--- src/rtl/alu_share_ctrl_pkg.sv ---
// Shared definitions for the ALU time-sharing controller: control codes,
// FSM encoding, flag positions and the carry/overflow qualification rule.
package alu_share_ctrl_pkg;

    localparam logic [3:0] ALU_ADD  = 4'b0000;
    localparam logic [3:0] ALU_SUB  = 4'b1000;
    localparam logic [3:0] ALU_AND  = 4'b0111;
    localparam logic [3:0] ALU_OR   = 4'b0110;
    localparam logic [3:0] ALU_XOR  = 4'b0100;
    localparam logic [3:0] ALU_SLL  = 4'b0001;
    localparam logic [3:0] ALU_SRL  = 4'b0101;
    localparam logic [3:0] ALU_SRA  = 4'b1101;
    localparam logic [3:0] ALU_SLT  = 4'b0010;
    localparam logic [3:0] ALU_SLTU = 4'b0011;

    typedef enum logic [1:0] {
        ST_IDLE = 2'd0,
        ST_EXEC = 2'd1,
        ST_RESP = 2'd2
    } state_t;

    localparam int FLAG_Z = 3;
    localparam int FLAG_N = 2;
    localparam int FLAG_C = 1;
    localparam int FLAG_O = 0;

    // C/O are only meaningful for add/subtract; aluop=0 always means ADD.
    function automatic logic carry_valid(input logic aluop, input logic [3:0] ctrl);
        return !aluop || (ctrl == ALU_ADD) || (ctrl == ALU_SUB);
    endfunction

endpackage

--- src/rtl/alu_share_ctrl_rr_arb2.sv ---
// Two-input round-robin grant: a lone requester wins, a tie goes to the
// requester that did not win last time.
module rr_arb2 (
    input  logic [1:0] req,
    input  logic       last_winner,
    output logic [1:0] gnt
);

    always_comb begin
        gnt = 2'b00;
        case (req)
            2'b01:   gnt = 2'b01;
            2'b10:   gnt = 2'b10;
            2'b11:   gnt = last_winner ? 2'b01 : 2'b10;
            default: gnt = 2'b00;
        endcase
    end

endmodule

--- src/rtl/alu_share_ctrl.sv ---
// Time-shares one combinational ALU between the integer pipeline (req 0)
// and the address/branch-compare unit (req 1); one op outstanding at a time.
module alu_share_ctrl
    import alu_share_ctrl_pkg::*;
#(
    parameter int WIDTH      = 32,
    parameter int PRIO_RESET = 0
) (
    input  logic             clk,
    input  logic             rst_n,
    input  logic [1:0]       req_valid,
    output logic [1:0]       req_ready,
    input  logic [WIDTH-1:0] req_a0,
    input  logic [WIDTH-1:0] req_b0,
    input  logic [WIDTH-1:0] req_a1,
    input  logic [WIDTH-1:0] req_b1,
    input  logic [3:0]       req_ctrl0,
    input  logic [3:0]       req_ctrl1,
    input  logic             req_aluop0,
    input  logic             req_aluop1,
    output logic [WIDTH-1:0] alu_a,
    output logic [WIDTH-1:0] alu_b,
    output logic [3:0]       alu_ctrl,
    output logic             alu_op,
    input  logic [WIDTH-1:0] alu_result,
    input  logic             alu_z,
    input  logic             alu_n,
    input  logic             alu_c,
    input  logic             alu_o,
    output logic [1:0]       rsp_valid,
    input  logic [1:0]       rsp_ready,
    output logic [WIDTH-1:0] rsp_result,
    output logic [3:0]       rsp_flags
);

    typedef struct packed {
        logic [WIDTH-1:0] a;
        logic [WIDTH-1:0] b;
        logic [3:0]       ctrl;
        logic             aluop;
    } op_t;

    // last_winner starts as the other requester so PRIO_RESET takes the first tie.
    localparam logic LW_RST = (PRIO_RESET == 0);

    state_t     state, state_nxt;
    op_t        op_reg;
    logic       owner;
    logic       last_winner;
    logic [1:0] gnt;
    logic       sel;
    logic       accept;

    rr_arb2 u_arb (
        .req        (req_valid),
        .last_winner(last_winner),
        .gnt        (gnt)
    );

    assign sel    = gnt[1];
    assign accept = (state == ST_IDLE) && (gnt != 2'b00);

    always_ff @(posedge clk) begin
        if (!rst_n) state <= ST_IDLE;
        else        state <= state_nxt;
    end

    always_comb begin
        state_nxt = state;
        case (state)
            ST_IDLE: if (accept) state_nxt = ST_EXEC;
            ST_EXEC: state_nxt = ST_RESP;
            ST_RESP: if (rsp_ready[owner]) state_nxt = ST_IDLE;
            default: state_nxt = ST_IDLE;
        endcase
    end

    always_comb begin
        req_ready = 2'b00;
        rsp_valid = 2'b00;
        case (state)
            ST_IDLE: req_ready = gnt;
            ST_RESP: rsp_valid[owner] = 1'b1;
            default: ;
        endcase
    end

    always_ff @(posedge clk) begin
        if (!rst_n) begin
            op_reg      <= '0;
            owner       <= 1'b0;
            last_winner <= LW_RST;
            rsp_result  <= '0;
            rsp_flags   <= 4'b0000;
        end else begin
            if (accept) begin
                op_reg      <= sel ? op_t'{req_a1, req_b1, req_ctrl1, req_aluop1}
                                   : op_t'{req_a0, req_b0, req_ctrl0, req_aluop0};
                owner       <= sel;
                last_winner <= sel;
            end
            if (state == ST_EXEC) begin
                rsp_result        <= alu_result;
                rsp_flags[FLAG_Z] <= alu_z;
                rsp_flags[FLAG_N] <= alu_n;
                rsp_flags[FLAG_C] <= alu_c & carry_valid(op_reg.aluop, op_reg.ctrl);
                rsp_flags[FLAG_O] <= alu_o & carry_valid(op_reg.aluop, op_reg.ctrl);
            end
        end
    end

    // The ALU always sees op_reg, so its inputs are defined from reset onward.
    assign alu_a    = op_reg.a;
    assign alu_b    = op_reg.b;
    assign alu_ctrl = op_reg.ctrl;
    assign alu_op   = op_reg.aluop;

endmodule
--- config.mk ---
export PLATFORM = sky130hd
export DESIGN_NAME = alu_share_ctrl
export DESIGN_NICKNAME = d
export VERILOG_FILES = /design/src/rtl/alu_share_ctrl_pkg.sv /design/src/rtl/alu_share_ctrl_rr_arb2.sv /design/src/rtl/alu_share_ctrl.sv
export SDC_FILE = /design/constraint.sdc
export NUM_CORES = 1
export LEC_CHECK = 0
export ABC_CLOCK_PERIOD_IN_PS = 1800
export CAP_MARGIN = 15
export CORE_UTILIZATION = 25
export DETAILED_ROUTE_END_ITERATION = 8
export HOLD_SLACK_MARGIN = 0.05
export PLACE_DENSITY = 0.58
export SKIP_CTS_REPAIR_TIMING = 1
export SLEW_MARGIN = 20
export SYNTH_ARGS = -nofsm -noshare
export SYNTH_HDL_FRONTEND = slang
export SYNTH_HIERARCHICAL = 1
export SYNTH_SLANG_ARGS = --single-unit
--- constraint.sdc ---
create_clock -name clk -period 1.8 [get_ports clk]
set_input_delay 0.36 -clock clk [delete_from_list [all_inputs] [get_ports clk]]
set_output_delay 0.36 -clock clk [all_outputs]
set_load 0.1 [all_outputs]
==> run summary <==
RUN STATUS
----------------------------------------------------------------------------
Outcome ....................................................... finished with violations
Failing checks ................................................ negative setup slack

TIMING
----------------------------------------------------------------------------
Number of hold violations in the final report .................            0
Highest achievable clock rate .................................    0.526 GHz
Period utilization ............................................         106%
RSZ-0062 raised after global routing ..........................         true
Setup-failing EPs final .......................................            1
Worst Max-Slew Pin Slew .......................................       464 ps
Minimum period implied by the final worst setup slack .........      1900 ps
Max_slew headroom .............................................        69.1%
Max Transition Viols Final ....................................            0
Final setup margin ............................................      -101 ps
Clock skew after layout .......................................      5.93 ps

CRITICAL PATH
----------------------------------------------------------------------------
Critical path's top delay family .............................. simple AND/OR/NAND/NOR gates
CP Data Required Time .........................................      1440 ps
Biggest cell delay along the critical path ....................       410 ps
Critical-path cell with the highest stage delay ............... sky130_fd_sc_hd__or3b_4
Crit. End Element .............................................   output pin
Category of the critical setup timing path .................... register to output pin
Combined buffer and inverter count along the critical path ....            3
Highest net fanout along the worst path .......................            3
Cell count of the worst reg-to-reg path .......................            7
Destination of the critical timing path ....................... req_ready[0]
Critical Path Source .......................................... last_winner$_SDFFE_PN1P_
Capture instance of the worst register-to-register path ....... alu_a[24]$_SDFFE_PN0P_
Startpoint kind of the worst setup timing path ................     register
Worst endpoint data arrival time ..............................      1540 ps
Series of cell instances along the critical path .............. inv_2 > a21boi_2 > or3b_4 > clkinvlp_4 > buf_12
Logic depth of the worst setup path including buffers .........            5
Setup slack of the most critical reg-to-reg path ..............       100 ps
Worst r2r src ................................................. last_winner$_SDFFE_PN1P_

PWR
----------------------------------------------------------------------------
Leakage power summed over all cells ...........................      4.34 nW
P per Cell Area ............................................... 1010 nW/um^2
IR Drop Worst-Case VDD ........................................     0.549 mV
Final Total Pwr ...............................................      9.75 mW

FLOORPLANNING
----------------------------------------------------------------------------
Die footprint .................................................  19900 sq um
Die boundary width ............................................       141 um
Top-level I/O count ...........................................          289
Starting utilization of the core area .........................        25.6%
Number of core rows ...........................................           50
Height of the chip ............................................       141 um
Core Box Area .................................................  18800 sq um

GLOBAL ROUTE
----------------------------------------------------------------------------
GRT Total Usage ...............................................        15.8%
Via count of the first global-routing pass ....................         4762
Initial antenna violation count ...............................            0
Global-route wire length before repair ........................     24600 um
Remaining global-route overflow ...............................            0
Pin count of the biggest net entering global routing ..........          112

MIN PATH
----------------------------------------------------------------------------
Class of the tightest hold or removal check ................... register to register

CTS
----------------------------------------------------------------------------
Clock Tree Root ............................................... sky130_fd_sc_hd__clkbuf_16
Clk slew on worst S/H paths ...................................        70 ps
Max Root-Sink Buffers .........................................            2
Number of clock buffers inserted by TritonCTS .................            9
CTS tree ......................................................        built
Clock network latency to the later pin of the worst-skew pair .       340 ps
Number of H-tree levels .......................................            3
Clk sinks .....................................................          109

PLACE
----------------------------------------------------------------------------
Number of buffer cells added on primary ports .................          288
Half-perimeter wire length after detailed placement ...........     12200 um
GP Congestion .................................................        0.787
Post-DP Area ..................................................   9260 sq um
Place WS ......................................................      -359 ps

FINISH
----------------------------------------------------------------------------
Antenna Diode Count ...........................................            0
Layout overhead on the synthesized area .......................        99.6%
Layout Cell Area excl Fill ....................................   9640 sq um
Filler Cell Count .............................................         1667
Most common cell after layout, fill and taps aside ............ sky130_fd_sc_hd__clkdlybuf4s50_1
Fraction of final layout cells sized beyond drive strength 1 ..        21.9%
Commonest cells after routing, fill and taps aside ............ sky130_fd_sc_hd__clkdlybuf4s50_1, sky130_fd_sc_hd__buf_12, sky130_fd_sc_hd__dfxtp_1
Layout Nets ...................................................          961

DRT
----------------------------------------------------------------------------
Wire per inst .................................................      15.4 um
Routed Wire Length ............................................     16100 um
Vias post-DR ..................................................         4758
Initial drt markers ...........................................          153
Total DRC errors in the routed layout .........................            0
Antenna-violating nets left ...................................            0
Vias per Instance .............................................         4.56
Detailed Routing Iterations Pass 1 ............................            4

RUN
----------------------------------------------------------------------------
Max_cap viols .................................................            0

YOSYS
----------------------------------------------------------------------------
Post-synthesis cell type with the largest combined area ....... sky130_fd_sc_hd__dfxtp_1
Synthesized instance count ....................................          498
Post-synth cell types .........................................           23
Synth warn ....................................................            6
Top cells by area, synth ...................................... sky130_fd_sc_hd__dfxtp_1, sky130_fd_sc_hd__mux2i_1, sky130_fd_sc_hd__o211a_1
Summed instance area of the synthesized netlist ...............   4830 sq um
Number of synthesized register bits ...........................          109
Sequential cell area fraction in the yosys report .............        45.2%
Yosys top cell area share .....................................        45.2%
Post-Synthesis Net Count ......................................          678
Average cell area after synthesis .............................   9.70 sq um

## Yosys cell counts
| cell type | n |
|---|---|
| sky130_fd_sc_hd__a21boi_0 | 1 |
| sky130_fd_sc_hd__a21boi_1 | 37 |
| sky130_fd_sc_hd__and2_1 | 1 |
| sky130_fd_sc_hd__and3_1 | 1 |
| sky130_fd_sc_hd__and3b_1 | 1 |
| sky130_fd_sc_hd__buf_2 | 12 |
| sky130_fd_sc_hd__buf_6 | 4 |
| sky130_fd_sc_hd__clkbuf_1 | 35 |
| sky130_fd_sc_hd__dfxtp_1 | 109 |
| sky130_fd_sc_hd__inv_1 | 3 |
| sky130_fd_sc_hd__mux2i_1 | 70 |
| sky130_fd_sc_hd__nand2_1 | 73 |
| sky130_fd_sc_hd__nand2b_1 | 1 |
| sky130_fd_sc_hd__nand3_1 | 72 |
| sky130_fd_sc_hd__nand3b_1 | 1 |
| sky130_fd_sc_hd__nand4_1 | 2 |
| sky130_fd_sc_hd__nor2_1 | 1 |
| sky130_fd_sc_hd__nor2b_1 | 1 |
| sky130_fd_sc_hd__nor3b_1 | 1 |
| sky130_fd_sc_hd__o211a_1 | 69 |
| sky130_fd_sc_hd__o31ai_1 | 1 |
| sky130_fd_sc_hd__or2_1 | 1 |
| sky130_fd_sc_hd__or3b_1 | 1 |
## logic make-up after synthesis
group / Yosys count / synth area share (%)
AND/OR/NAND/NOR: 157 / 14.8
flip-flops: 109 / 45.2
AO/OA/AOI/OAI: 108 / 20.4
multiplexers: 70 / 14.5
buffers and inverters: 54 / 5.13
## how the worst min path moves through the flow
stage                                              to  cells after the start  slack [ps]                        start
after floorplan              last_winner$_SDFFE_PN1P_                      2         460     last_winner$_SDFFE_PN1P_
after global placement    rsp_result[25]$_SDFFE_PN0N_                      2         480  rsp_result[25]$_SDFFE_PN0N_
after detailed placement  rsp_result[16]$_SDFFE_PN0N_                      2         480  rsp_result[16]$_SDFFE_PN0N_
after CTS                 rsp_result[16]$_SDFFE_PN0N_                      2         490  rsp_result[16]$_SDFFE_PN0N_
after global routing      rsp_result[16]$_SDFFE_PN0N_                      2         510  rsp_result[16]$_SDFFE_PN0N_
final                     rsp_result[16]$_SDFFE_PN0N_                      2         490  rsp_result[16]$_SDFFE_PN0N_
## stage by stage
stage                     std cells  utilization, %  TNS, ps  hold slack [ps]
after floorplan                 498               -        0              458
after global routing           1044            51.2     -195              512
after detailed placement       1024            49.2   -19450              484
final                          1044            51.2     -101              490
after global placement         1024            49.2   -18700              479
after CTS                      1038            50.8     -607              494
## cell type report
cell class              count  area, sq um  area share, %
clock buffers              10          229           2.38
multi-input cells         335         2450           25.4
clock inverters             4         75.1          0.779
inverters                   3         18.8          0.195
repair buffers            323         4360           45.2
flip-flops and latches    109         2190           22.7
well taps                 260          325           3.38
## tightest hold or removal path, stage by stage (launching register included)
cell and delay (ps):
sky130_fd_sc_hd__dfxtp_1 340, sky130_fd_sc_hd__nand2_1 60, sky130_fd_sc_hd__a21boi_1 50
## routing by layer
metal | track usage [%] | routed length (um) | part of all wire (%) | up-vias
li1 | - | - | - | 2344
met1 | 17.6 | 6280 | 39 | 2222
met2 | 28.9 | 8390 | 52 | 181
met3 | 5.03 | 1250 | 7.8 | 11
met4 | 4.12 | 171 | 1.1 | 0
met5 | 0 | 0 | 0 | -
## flip-flops by register name, indices dropped and copies added, names as in the netlist
name         flops
alu_a           32
alu_b           32
alu_ctrl         4
alu_op           1
last_winner      1
owner            1
rsp_flags        4
rsp_result      32
state            2
## power by group
group	switching [mW]	total (mW)	internal (mW)
Combinational	2.80	4.68	1.87
Sequential	0.308	3.00	2.70
Clock	0.865	2.07	1.21
Total	3.97	9.75	5.78
Power figures use the tool's default switching activity.
==> patch 1 (config.mk and constraints unchanged) <==
Register the output `rsp_flags` once more, with the module's reset; this adds one clock of latency there. The other outputs are not delayed to match.
--- a/src/rtl/alu_share_ctrl.sv
+++ b/src/rtl/alu_share_ctrl.sv
@@ -42,6 +42,8 @@
 
     // last_winner starts as the other requester so PRIO_RESET takes the first tie.
     localparam logic LW_RST = (PRIO_RESET == 0);
+
+    logic [3:0] rsp_flags_s0;
 
     state_t     state, state_nxt;
     op_t        op_reg;
@@ -91,7 +93,7 @@
             owner       <= 1'b0;
             last_winner <= LW_RST;
             rsp_result  <= '0;
-            rsp_flags   <= 4'b0000;
+            rsp_flags_s0 <= 4'b0000;
         end else begin
             if (accept) begin
                 op_reg      <= sel ? op_t'{req_a1, req_b1, req_ctrl1, req_aluop1}
@@ -101,10 +103,10 @@
             end
             if (state == ST_EXEC) begin
                 rsp_result        <= alu_result;
-                rsp_flags[FLAG_Z] <= alu_z;
-                rsp_flags[FLAG_N] <= alu_n;
-                rsp_flags[FLAG_C] <= alu_c & carry_valid(op_reg.aluop, op_reg.ctrl);
-                rsp_flags[FLAG_O] <= alu_o & carry_valid(op_reg.aluop, op_reg.ctrl);
+                rsp_flags_s0[FLAG_Z] <= alu_z;
+                rsp_flags_s0[FLAG_N] <= alu_n;
+                rsp_flags_s0[FLAG_C] <= alu_c & carry_valid(op_reg.aluop, op_reg.ctrl);
+                rsp_flags_s0[FLAG_O] <= alu_o & carry_valid(op_reg.aluop, op_reg.ctrl);
             end
         end
     end
@@ -115,4 +117,12 @@
     assign alu_ctrl = op_reg.ctrl;
     assign alu_op   = op_reg.aluop;
 
+    always_ff @(posedge clk) begin
+        if (!rst_n) begin
+            rsp_flags <= '0;
+        end else begin
+            rsp_flags <= rsp_flags_s0;
+        end
+    end
+
 endmodule
Function: changed (Yosys sat finds a counterexample within 4 cycles, from zero or initial values and one cycle with rst_n low).
==> patch 1 against the original RTL <==
The run still ends with negative setup slack left; register-to-register slack worse by 0.02 ns; sequential cell count up 4; sequential power grew 4%; count of clock-buffer cells in the layout rose by 9; total power up 10%; final area is 3.5% higher; non-clock buffer count stayed put; worst setup slack lost 0.019 ns; wire length is 3.5% higher; final cell count increased by 2.9%; area after synthesis rose by 2.1%; critical path type unchanged; largest cell class unchanged; largest power group unchanged; highest routed layer unchanged.
==> patch 1: results <==
export IMPL_clk_pin_slew_worst_paths_ns=0.05
export IMPL_multi_input_area_mm2=0.00247
export IMPL_clk_latency_ns=0.41
export IMPL_hold_path_class="primary input to flip-flop"
export IMPL_netlist_top_cells_area="dfxtp_1, mux2i_1, o211a_1, nand3_1, nand2_1"
export IMPL_slowest_stage="or3b_4"
export IMPL_r2r_slack_ns=0.08
export IMPL_track_usage_pct=16.4
export IMPL_numCtsBuffers=17
export IMPL_async_flop_share_pct=0
export IMPL_synth_fp_nets=686
export IMPL_dp_hpwl_um=12600
export IMPL_ctsLongestPathBuffers=2
export IMPL_antenna_found_initial=0
export IMPL_synthCells=506
export IMPL_place_area_mm2=0.00938
export IMPL_violations="negative setup slack"
export IMPL_outcome="finished with violations"
export IMPL_layout_nets=977
export IMPL_grt_pass1_vias=4910
export IMPL_p_sw_share_pct=40.0
export IMPL_layout_setup_ws_ns=-0.119
export IMPL_grt_max_degree=54
export IMPL_pre_cts_ws_ns=-0.348
export IMPL_setup_violations=2
export IMPL_ctsHtreeMaxLevel=4
export IMPL_synth_mux_area_share_pct=14.2
export IMPL_clock_skew_ns=0.0106
export IMPL_grt_pass1_wl_um=25500
export IMPL_io_buffers=288
export IMPL_num_antenna_cells=0
export IMPL_final_cells=1074
export IMPL_slew_headroom_pct=71.6
export IMPL_ys_types=23
export IMPL_cts_root_buf="clkbuf_16"
export IMPL_layout_drive_gt1_share_pct=23.6
export IMPL_fin_tns_setup_ns=-0.129
export IMPL_via_count=4924
export IMPL_drt_pass1_iter_count=4
export IMPL_synth_xor_area_share_pct=0
export IMPL_path_delay_family="simple AND/OR/NAND/NOR gates"
export IMPL_wl_um=16700
export IMPL_yosysSeqAreaShare_pct=45.9
export IMPL_synth_fa_ha_area_share_pct=0
export IMPL_p_leak_nw=4.49
export IMPL_synth_compound_area_share_pct=19.9
export IMPL_cp_max_fo=2
export IMPL_fillers=1749
export IMPL_yosysWarnings=6
export IMPL_dpl_cell_count=1040
export IMPL_peakVddDrop_v=0.000596
export IMPL_hold_ws_ns=0.315
export IMPL_synthTopCellsByCount="dfxtp_1, nand2_1, mux2i_1, nand3_1, o211a_1"
export IMPL_globalplace_congestion=0.773
export IMPL_cp_slowest_stage_delay_ns=0.40
export IMPL_drtIter0Drc=151
[patch 1: changes by cell type after synthesis, sizes merged]
cell	delta
dfxtp	+4
nand3	-2
and2	+4
nand2	+2
[patch 1: area by class of cell]
type | instances | area share (%)
Clock buffer | 19 | 4.54
Clock inverter | 12 | 0.865
Inverter | 3 | 0.188
Multi-Input combinational cell | 339 | 24.8
Sequential cell | 113 | 22.7
Tap cell | 265 | 3.32
Timing Repair Buffer | 323 | 43.6
[patch 1: path summary, 6_finish.rpt]
kind                                start                     endpoint  cells after the start
max              last_winner$_SDFFE_PN1P_                 req_ready[0]                      5
min                                 rst_n  rsp_result[23]$_SDFFE_PN0N_                      2
max reg2reg      last_winner$_SDFFE_PN1P_     alu_ctrl[1]$_SDFFE_PN0P_                      8
min reg2reg  rsp_flags_s0[1]$_SDFFE_PN0N_      rsp_flags[1]$_SDFF_PN0_                      1
[patch 1: power by group through the flow]
stage	sequential (mW)	combinational [mW]	clock [mW]
6_report	3.11	4.64	3.02
3_3_place_gp	3.14	4.62	0
2_1_floorplan	4.91	0.868	0
4_1_cts	3.11	4.66	3.11
5_1_grt	3.14	4.81	3.23
3_5_place_dp	3.16	4.65	0
[patch 1: logic make-up (layout without fill, tap and decap cells)]
kind of cell / after synthesis / in the layout
and+or+nand+nor: 161 / 161
DFF: 113 / 113
AOI/OAI and AO/OA: 108 / 108
buffers and inverters: 54 / 357
muxes: 70 / 70
[patch 1: routing by layer]
layer	track usage (%)	up-vias	wire, um	share of wire (%)
met1	18.4	2298	6670	40
met3	5.82	21	1410	8.5
met2	28.5	207	8300	50
met4	6.23	0	276	1.7
met5	0	-	0	0
li1	-	2398	-	-
==> patch 2 (same settings) <==
Without the edit above. `WIDTH`: 32 -> 48.
--- a/src/rtl/alu_share_ctrl.sv
+++ b/src/rtl/alu_share_ctrl.sv
@@ -3,7 +3,7 @@
 module alu_share_ctrl
     import alu_share_ctrl_pkg::*;
 #(
-    parameter int WIDTH      = 32,
+    parameter int WIDTH      = 48,
     parameter int PRIO_RESET = 0
 ) (
     input  logic             clk,
Ports: changed (8 resized); port bits go from 289 to 417. No check against the original RTL was run, so the function may have changed too.
==> patch 2 against the original RTL <==
The flow still finishes with violations (negative setup slack); area after synthesis up 44%; sequential cell count up 48; final area up 47%; fmax down 4.2%; combinational power up 46%; core utilization up 0.78 points; critical endpoint unchanged; total power up 52%; non-clock buffer count up 152; worst setup slack worse by 0.083 ns; highest routed layer unchanged; wire length up 63%; synthesized cell count up 43%; count of clock-buffer cells in the layout up 9; sequential share of layout area down 0.36 points.
==> patch 2: results <==
export IMPL_outcome="finished with violations"
export IMPL_violations="negative setup slack"
export IMPL_synthTopCellsByCount="dfxtp_1, nand2_1, nand3_1, mux2i_1, o211a_1"
export IMPL_ctsHtreeMaxLevel=4
export IMPL_synthCells=714
export IMPL_drt_pass1_iter_count=5
export IMPL_layout_nets=1393
export IMPL_use_met3_pct=5.03
export IMPL_grt_max_degree=74
export IMPL_globalplace_congestion=0.767
export IMPL_drtIter0Drc=432
export IMPL_peakVddDrop_v=0.000508
export IMPL_slew_headroom_pct=75.6
export IMPL_arrival_ns=1.62
export IMPL_layout_setup_ws_ns=-0.183
export IMPL_grt_pass1_vias=6903
export IMPL_dp_hpwl_um=20200
export IMPL_layout_area_overhead_vs_synth_pct=103
export IMPL_rr_worst_depth=8
export IMPL_wl_met3_um=2000
export IMPL_setup_violations=2
export IMPL_layout_drive_gt1_share_pct=23.2
export IMPL_final_cells=1518
export IMPL_hold_path_class="primary input to flip-flop"
export IMPL_wl_um=26300
export IMPL_synth_fp_nets=974
export IMPL_fin_tns_setup_ns=-0.272
export IMPL_yosysSeqAreaShare_pct=45.1
export IMPL_pre_cts_ws_ns=-0.347
export IMPL_met1_usage_pct=20.0
export IMPL_vias_per_cell=4.59
export IMPL_netlist_top_cells_area="dfxtp_1, mux2i_1, o211a_1, nand3_1, a21boi_1"
export IMPL_synth_mux_area_share_pct=14.7
==> patch 2: changes by cell type in the layout (fill, tap and decap cells not counted), moves of 16 or more <==
cell             delta
a21boi_1           +16
buf_12             +55
buf_4              +17
clkdlybuf4s50_1    +80
dfxtp_1            +46
mux2i_1            +32
nand2_1            +32
nand3_1            +32
o211a_1            +32
==> patch 2: power groups by stage <==
| stage | Combinational (mW) | Clock [mW] | Sequential, mW |
|---|---|---|---|
| 2_1_floorplan | 1.25 | 0 | 7.00 |
| 3_3_place_gp | 6.86 | 0 | 4.40 |
| 3_5_place_dp | 6.88 | 0 | 4.41 |
| 4_1_cts | 6.89 | 3.80 | 4.34 |
| 5_1_grt | 7.10 | 3.93 | 4.39 |
| 6_report | 6.85 | 3.67 | 4.33 |
==> patch 2: final cells by class <==
class	instances	area share, %
Sequential cell	157	22.3
Tap cell	372	3.30
Multi-Input combinational cell	479	24.8
Inverter	3	0.142
Timing Repair Buffer	475	45.2
Clock inverter	13	0.993
Clock buffer	19	3.21
